**config.mk**
```make
export PLATFORM = sky130hd
export DESIGN_NAME = main_ctrl_fsm_flat
export DESIGN_NICKNAME = d
export VERILOG_FILES = /design/src/rtl/main_ctrl_fsm_if.sv /design/src/rtl/main_ctrl_fsm.sv /design/src/flat_wrapper.sv
export SDC_FILE = /design/constraint.sdc
export NUM_CORES = 1
export LEC_CHECK = 0
export ABC_AREA = 0
export BUFFER_PORTS_ARGS = -buffer_cell sky130_fd_sc_hd__buf_2
export CELL_PAD_IN_SITES_DETAIL_PLACEMENT = 1
export CELL_PAD_IN_SITES_GLOBAL_PLACEMENT = 1
export CORE_MARGIN = 4
export CORE_UTILIZATION = 32
export CTS_CLUSTER_SIZE = 28
export DETAILED_ROUTE_END_ITERATION = 16
export PLACE_DENSITY = 0.94
export SETUP_SLACK_MARGIN = 0.2
export SYNTH_ARGS = -nofsm -noshare
export SYNTH_HDL_FRONTEND = slang
export SYNTH_SLANG_ARGS = --single-unit
```
**constraint.sdc**
```tcl
create_clock -name clk -period 3.4 [get_ports clk]
set_clock_uncertainty 0.15 [all_clocks]
set_input_delay 0.17 -clock clk [delete_from_list [all_inputs] [get_ports clk]]
set_output_delay 0.17 -clock clk [all_outputs]
set_load 0.01 [all_outputs]
```
**src/rtl/main_ctrl_fsm_if.sv**
```systemverilog
`default_nettype none
// ============================================================================
//  Module   : main_ctrl_fsm_if
//  Brief    : Control bundle between the multi-cycle main control FSM and the
//             datapath: instruction opcode and memory handshake in, datapath
//             control strobes/selects and debug state out.
//  Revision : 1.0 - initial release
// ============================================================================
interface main_ctrl_fsm_if;
  logic [5:0] opcode;
  logic       mem_ready;
  logic       pc_write;
  logic       pc_write_cond;
  logic       i_or_d;
  logic       mem_read;
  logic       mem_write;
  logic       ir_write;
  logic       mem_to_reg;
  logic       reg_dst;
  logic       reg_write;
  logic       alu_src_a;
  logic [1:0] alu_src_b;
  logic [1:0] pc_source;
  logic [1:0] alu_ct_op;
  logic       illegal_op;
  logic [3:0] state;

  // Controller side: consumes opcode/handshake, drives controls
  modport master (
    input  opcode, mem_ready,
    output pc_write, pc_write_cond, i_or_d, mem_read, mem_write, ir_write,
           mem_to_reg, reg_dst, reg_write, alu_src_a, alu_src_b, pc_source,
           alu_ct_op, illegal_op, state
  );

  // Datapath side: supplies opcode/handshake, consumes controls
  modport slave (
    output opcode, mem_ready,
    input  pc_write, pc_write_cond, i_or_d, mem_read, mem_write, ir_write,
           mem_to_reg, reg_dst, reg_write, alu_src_a, alu_src_b, pc_source,
           alu_ct_op, illegal_op, state
  );
endinterface
`default_nettype wire

```
**src/rtl/main_ctrl_fsm.sv**
```systemverilog
`default_nettype none
// ============================================================================
//  Module   : main_ctrl_fsm
//  Brief    : Multi-cycle MIPS-style main controller. Moore FSM sequencing
//             fetch/decode/execute/memory/write-back, with optional memory
//             wait states and an illegal-opcode pulse.
//  Revision : 1.0 - initial release
// ============================================================================
module main_ctrl_fsm #(
  parameter int MEM_WAIT_EN = 1
) (
  input wire logic        clk,
  input wire logic        rst,
  main_ctrl_fsm_if.master bus
);

  typedef enum logic [3:0] {
    S_FETCH    = 4'd0,
    S_DECODE   = 4'd1,
    S_MEM_ADDR = 4'd2,
    S_MEM_RD   = 4'd3,
    S_MEM_WB   = 4'd4,
    S_MEM_WR   = 4'd5,
    S_R_EXEC   = 4'd6,
    S_R_WB     = 4'd7,
    S_BRANCH   = 4'd8,
    S_JUMP     = 4'd9,
    S_I_EXEC   = 4'd10,
    S_I_WB     = 4'd11
  } state_e;

  localparam logic [5:0] OP_RTYPE = 6'b000000;
  localparam logic [5:0] OP_J     = 6'b000010;
  localparam logic [5:0] OP_BEQ   = 6'b000100;
  localparam logic [5:0] OP_ADDIU = 6'b001001;
  localparam logic [5:0] OP_LW    = 6'b100011;
  localparam logic [5:0] OP_SW    = 6'b101011;

  state_e     state_q, state_d;

  logic       ready_w;
  logic       pc_write_w, pc_write_cond_w, i_or_d_w, mem_read_w, mem_write_w;
  logic       ir_write_w, mem_to_reg_w, reg_dst_w, reg_write_w, alu_src_a_w;
  logic       illegal_op_w;
  logic [1:0] alu_src_b_w, pc_source_w, alu_ct_op_w;

  // With waits disabled the memory is treated as always ready
  assign ready_w = (MEM_WAIT_EN != 0) ? bus.mem_ready : 1'b1;

  // State register; reset returns to FETCH immediately
  always_ff @(posedge clk or posedge rst) begin
    if (rst) state_q <= S_FETCH;
    else     state_q <= state_d;
  end

  // Next-state and Moore output decode (FETCH strobes gated by ready)
  always_comb begin
    state_d         = state_q;
    pc_write_w      = 1'b0;
    pc_write_cond_w = 1'b0;
    i_or_d_w        = 1'b0;
    mem_read_w      = 1'b0;
    mem_write_w     = 1'b0;
    ir_write_w      = 1'b0;
    mem_to_reg_w    = 1'b0;
    reg_dst_w       = 1'b0;
    reg_write_w     = 1'b0;
    alu_src_a_w     = 1'b0;
    alu_src_b_w     = 2'b00;
    pc_source_w     = 2'b00;
    alu_ct_op_w     = 2'b00;
    illegal_op_w    = 1'b0;
    case (state_q)
      S_FETCH: begin
        mem_read_w  = 1'b1;
        alu_src_b_w = 2'b01;
        ir_write_w  = ready_w;
        pc_write_w  = ready_w;
        if (ready_w) state_d = S_DECODE;
      end
      S_DECODE: begin
        alu_src_b_w = 2'b11;
        case (bus.opcode)
          OP_LW, OP_SW: state_d = S_MEM_ADDR;
          OP_RTYPE:     state_d = S_R_EXEC;
          OP_BEQ:       state_d = S_BRANCH;
          OP_J:         state_d = S_JUMP;
          OP_ADDIU:     state_d = S_I_EXEC;
          default: begin
            state_d      = S_FETCH;
            illegal_op_w = 1'b1;
          end
        endcase
      end
      S_MEM_ADDR: begin
        alu_src_a_w = 1'b1;
        alu_src_b_w = 2'b10;
        state_d     = (bus.opcode == OP_LW) ? S_MEM_RD : S_MEM_WR;
      end
      S_MEM_RD: begin
        mem_read_w = 1'b1;
        i_or_d_w   = 1'b1;
        if (ready_w) state_d = S_MEM_WB;
      end
      S_MEM_WB: begin
        reg_write_w  = 1'b1;
        mem_to_reg_w = 1'b1;
        state_d      = S_FETCH;
      end
      S_MEM_WR: begin
        mem_write_w = 1'b1;
        i_or_d_w    = 1'b1;
        if (ready_w) state_d = S_FETCH;
      end
      S_R_EXEC: begin
        alu_src_a_w = 1'b1;
        alu_ct_op_w = 2'b10;
        state_d     = S_R_WB;
      end
      S_R_WB: begin
        reg_write_w = 1'b1;
        reg_dst_w   = 1'b1;
        state_d     = S_FETCH;
      end
      S_BRANCH: begin
        alu_src_a_w     = 1'b1;
        alu_ct_op_w     = 2'b01;
        pc_write_cond_w = 1'b1;
        pc_source_w     = 2'b01;
        state_d         = S_FETCH;
      end
      S_JUMP: begin
        pc_write_w  = 1'b1;
        pc_source_w = 2'b10;
        state_d     = S_FETCH;
      end
      S_I_EXEC: begin
        alu_src_a_w = 1'b1;
        alu_src_b_w = 2'b10;
        state_d     = S_I_WB;
      end
      S_I_WB: begin
        reg_write_w = 1'b1;
        state_d     = S_FETCH;
      end
      // Unused codes 12-15 recover to FETCH with all outputs idle
      default: state_d = S_FETCH;
    endcase
  end

  // Reset forces every output low combinationally, independent of clk
  assign bus.pc_write      = ~rst & pc_write_w;
  assign bus.pc_write_cond = ~rst & pc_write_cond_w;
  assign bus.i_or_d        = ~rst & i_or_d_w;
  assign bus.mem_read      = ~rst & mem_read_w;
  assign bus.mem_write     = ~rst & mem_write_w;
  assign bus.ir_write      = ~rst & ir_write_w;
  assign bus.mem_to_reg    = ~rst & mem_to_reg_w;
  assign bus.reg_dst       = ~rst & reg_dst_w;
  assign bus.reg_write     = ~rst & reg_write_w;
  assign bus.alu_src_a     = ~rst & alu_src_a_w;
  assign bus.illegal_op    = ~rst & illegal_op_w;
  assign bus.alu_src_b     = rst ? 2'b00 : alu_src_b_w;
  assign bus.pc_source     = rst ? 2'b00 : pc_source_w;
  assign bus.alu_ct_op     = rst ? 2'b00 : alu_ct_op_w;
  assign bus.state         = rst ? 4'd0  : state_q;

endmodule
`default_nettype wire

```
**src/flat_wrapper.sv**
```systemverilog
// flat-port wrapper written by rule: the top's interface ports become plain ports
module main_ctrl_fsm_flat 
#(
  parameter int MEM_WAIT_EN = 1
)
  (clk, rst, bus_opcode, bus_mem_ready, bus_pc_write, bus_pc_write_cond, bus_i_or_d, bus_mem_read, bus_mem_write, bus_ir_write, bus_mem_to_reg, bus_reg_dst, bus_reg_write, bus_alu_src_a, bus_alu_src_b, bus_pc_source, bus_alu_ct_op, bus_illegal_op, bus_state);
  main_ctrl_fsm_if bus_i ();
  input wire logic clk;
  input wire logic rst;
  input wire logic [$bits(bus_i.opcode)-1:0] bus_opcode;
  input wire logic [$bits(bus_i.mem_ready)-1:0] bus_mem_ready;
  output wire logic [$bits(bus_i.pc_write)-1:0] bus_pc_write;
  output wire logic [$bits(bus_i.pc_write_cond)-1:0] bus_pc_write_cond;
  output wire logic [$bits(bus_i.i_or_d)-1:0] bus_i_or_d;
  output wire logic [$bits(bus_i.mem_read)-1:0] bus_mem_read;
  output wire logic [$bits(bus_i.mem_write)-1:0] bus_mem_write;
  output wire logic [$bits(bus_i.ir_write)-1:0] bus_ir_write;
  output wire logic [$bits(bus_i.mem_to_reg)-1:0] bus_mem_to_reg;
  output wire logic [$bits(bus_i.reg_dst)-1:0] bus_reg_dst;
  output wire logic [$bits(bus_i.reg_write)-1:0] bus_reg_write;
  output wire logic [$bits(bus_i.alu_src_a)-1:0] bus_alu_src_a;
  output wire logic [$bits(bus_i.alu_src_b)-1:0] bus_alu_src_b;
  output wire logic [$bits(bus_i.pc_source)-1:0] bus_pc_source;
  output wire logic [$bits(bus_i.alu_ct_op)-1:0] bus_alu_ct_op;
  output wire logic [$bits(bus_i.illegal_op)-1:0] bus_illegal_op;
  output wire logic [$bits(bus_i.state)-1:0] bus_state;
  assign bus_i.opcode = bus_opcode;
  assign bus_i.mem_ready = bus_mem_ready;
  assign bus_pc_write = bus_i.pc_write;
  assign bus_pc_write_cond = bus_i.pc_write_cond;
  assign bus_i_or_d = bus_i.i_or_d;
  assign bus_mem_read = bus_i.mem_read;
  assign bus_mem_write = bus_i.mem_write;
  assign bus_ir_write = bus_i.ir_write;
  assign bus_mem_to_reg = bus_i.mem_to_reg;
  assign bus_reg_dst = bus_i.reg_dst;
  assign bus_reg_write = bus_i.reg_write;
  assign bus_alu_src_a = bus_i.alu_src_a;
  assign bus_alu_src_b = bus_i.alu_src_b;
  assign bus_pc_source = bus_i.pc_source;
  assign bus_alu_ct_op = bus_i.alu_ct_op;
  assign bus_illegal_op = bus_i.illegal_op;
  assign bus_state = bus_i.state;
  main_ctrl_fsm #(.MEM_WAIT_EN(MEM_WAIT_EN)) u_core (.clk(clk), .rst(rst), .bus(bus_i));
endmodule
```
==> impl_metrics.env <==
export IMPL_routedWlPerCell_um=14.6
export IMPL_clkSinkCount=4
export IMPL_rows=15
export IMPL_clockPowerShare_pct=27.9
export IMPL_finalPower_uw=206
export IMPL_max_stage_delay_ns=0.70
export IMPL_synth_edf_count=0
export IMPL_dieArea_mm2=0.00264
export IMPL_intPower_uw=126
export IMPL_regMostFlops="u_core.state_q"
export IMPL_ys_flop_type="dfrtp_1"
export IMPL_postRouteAntennaNets=0
export IMPL_worst_slew_pin_slew_ns=0.586
export IMPL_ios=30
export IMPL_use_met2_pct=29.2
export IMPL_synthArstFlopShare_pct=100
export IMPL_cp_max_fo=19
export IMPL_reg_top3="u_core.state_q (4)"
export IMPL_status="completed"
export IMPL_critPathKind="reg -> out"
export IMPL_antenna_found_initial=0
export IMPL_end_kind="output port"
export IMPL_grt_pass1_vias=714
export IMPL_power_density_mw_per_mm2=267
export IMPL_totalWireLength_um=1970
export IMPL_hold_viol_final=0
export IMPL_dpl_hpwl_um=1540
export IMPL_netlist_area_um2=602
export IMPL_switching_share_pct=39.0
export IMPL_core_mm2=0.00175
export IMPL_die_x_um=51.4
export IMPL_cp_data_required_time_ns=3.08
export IMPL_p_comb_share_pct=39.5
export IMPL_ys_types=39
export IMPL_ir_drop_mv=0.222
export IMPL_grt_use_total_pct=15.8
export IMPL_clkTransAtPathRegs_ns=0.04
export IMPL_slew_violations=0
export IMPL_cap_violations=0
export IMPL_clk_path_buf_depth=2
export IMPL_relSlewSlack_pct=61.0
export IMPL_fillers=246
export IMPL_crit_arrival_ns=1.77
export IMPL_num_vias=742
export IMPL_first_pass_iters=4
export IMPL_pre_cts_slack_ns=1.58
export IMPL_busiest_layer="met2"
export IMPL_p_sw_uw=80.4
export IMPL_cp_slowest_cell="dfrtp_1"
export IMPL_yosys_register_bits=4
export IMPL_path_cells="nand2b_1 > a2111oi_2 > buf_2"
export IMPL_setup_slack_ns=1.31
export IMPL_syn_to_final_growth_pct=28.3
export IMPL_grt_first_pass_wirelength_um=3330
export IMPL_drc=0
export IMPL_worst_setup_path_start_kind="flip-flop"
export IMPL_grt_util_met1_pct=19.9
export IMPL_diodes=0
export IMPL_setup_tns_ns=0
export IMPL_largest_reg_flops=4
export IMPL_cts_setup_buffers=0
export IMPL_rsz0062_at_grt="false"
export IMPL_syn_area_per_cell_um2=7.08
export IMPL_nets=121
export IMPL_holdBufCountCts=1
export IMPL_initial_core_util_pct=34.5
export IMPL_h_tree_depth=1
export IMPL_cts_root_buf="clkbuf_4"
export IMPL_grt_overflow=0
export IMPL_syn_nets=94
export IMPL_setup_viol=0
export IMPL_cts_inserted_buffers=3
export IMPL_cts_tree="yes"
export IMPL_grt_use_met3_pct=2.04
export IMPL_syn_inst=85
export IMPL_timing_hold_ws_ns=0.185
export IMPL_seqPwrFrac_pct=32.6
export IMPL_clock_fmax_mhz=478
export IMPL_grt_max_degree=21
export IMPL_min_period_ns=2.09
export IMPL_port_buffers=29
export IMPL_via_per_inst=5.50
export IMPL_cts_resized=0
export IMPL_synth_warnings=0
export IMPL_layout_drive_gt1_share_pct=32.7
export IMPL_min_period_over_period_pct=61.5
export IMPL_globalplace_congestion=0.828
export IMPL_hold_class="in -> reg"
export IMPL_clk_latency_ns=0.23
export IMPL_synth_seq_area_share_pct=16.6
export IMPL_die_y_um=51.4
export IMPL_drt_iter0_drc=11
export IMPL_leakagePower_uw=0.000361
[layout by cell type, fill, tap and decap left out, types with 2 or more instances in the layout]
master,instances
nor3_1,7
nor2_1,13
nand2_1,7
xor2_1,2
clkbuf_4,3
o22ai_1,2
o32a_1,2
a21oi_1,2
nor2b_1,4
buf_2,29
and3_1,2
nand2b_1,5
nor4_1,3
dfrtp_1,4
inv_1,2
[power by group through the flow]
stage | registers, uW | clock network, uW | logic (uW)
detailed placement | 67.4 | 0 | 80.6
global placement | 65.8 | 0 | 77.2
finish | 67.2 | 57.4 | 81.3
floorplan | 52.9 | 0 | 64.9
global route | 69.2 | 64.5 | 91.5
CTS | 66.8 | 60.3 | 81.9
[synthesized netlist by cell type, types with 2 or more instances]
cell	number	area, um2
o22ai_1	2	12.5
nor2_1	13	48.8
nand2_1	7	26.3
nor2b_1	4	25.0
dfrtp_1	4	100
clkbuf_1	2	7.51
and3_1	2	12.5
inv_1	2	7.51
o32a_1	2	20.0
xor2_1	2	17.5
a21oi_1	2	10.0
nor3_1	7	35.0
buf_2	4	20.0
nor4_1	3	18.8
nand2b_1	5	31.3
[layout make-up]
| cell class | instances | area [um2] | share of cell area, % |
|---|---|---|---|
| Inverter | 2 | 7.51 | 0.972 |
| Timing Repair Buffer | 30 | 155 | 20.1 |
| Multi-Input combinational cell | 71 | 455 | 59.0 |
| Sequential cell | 4 | 100 | 13.0 |
| Clock buffer | 3 | 22.5 | 2.92 |
| Tap cell | 25 | 31.3 | 4.05 |
[through the flow]
stage	util (%)	instances	area (um2)
after floorplan	-	85	602
after detailed placement	42.4	131	739
after global routing	44.2	135	772
final	44.2	135	772
after CTS	44.2	135	772
after global placement	42.4	131	739
[metal layers]
layer	wire length (um)	share of wire, %	vias to the layer above
li1	-	-	369
met1	842	43	354
met2	1030	52	19
met3	94	4.8	0
met4	0	0	0
met5	0	0	-
[final timing paths]
path	from	to	slack, ns	cells after the start
setup / recovery	u_core.state_q[0]	bus_illegal_op	1.31	3
hold / removal	bus_opcode[4]	u_core.state_q[3]	0.19	4
setup reg to reg	u_core.state_q[0]	u_core.state_q[1]	1.67	4
hold reg to reg	u_core.state_q[2]	u_core.state_q[3]	0.58	1
max in group asynchronous	rst	u_core.state_q[2]	2.60	3
min in group asynchronous	rst	u_core.state_q[1]	0.32	3
[critical path: cells and delay by family, from the launching register on]
family / cells / cell delay, ns
buffers and inverters: 1 / 0.19
AND/OR/NAND/NOR: 1 / 0.28
flip-flops: 1 / 0.70
AO/OA/AOI/OAI: 1 / 0.36
[kinds of logic after synthesis]
kind of cell | after synthesis | share of synthesized area, %
mux | 1 | 1.66
compound gates | 20 | 27.7
buf+inv | 10 | 7.69
xor+xnor | 3 | 4.37
simple gates | 47 | 42.0
flops | 4 | 16.6
No activity file was read; power rests on OpenSTA's default activity.
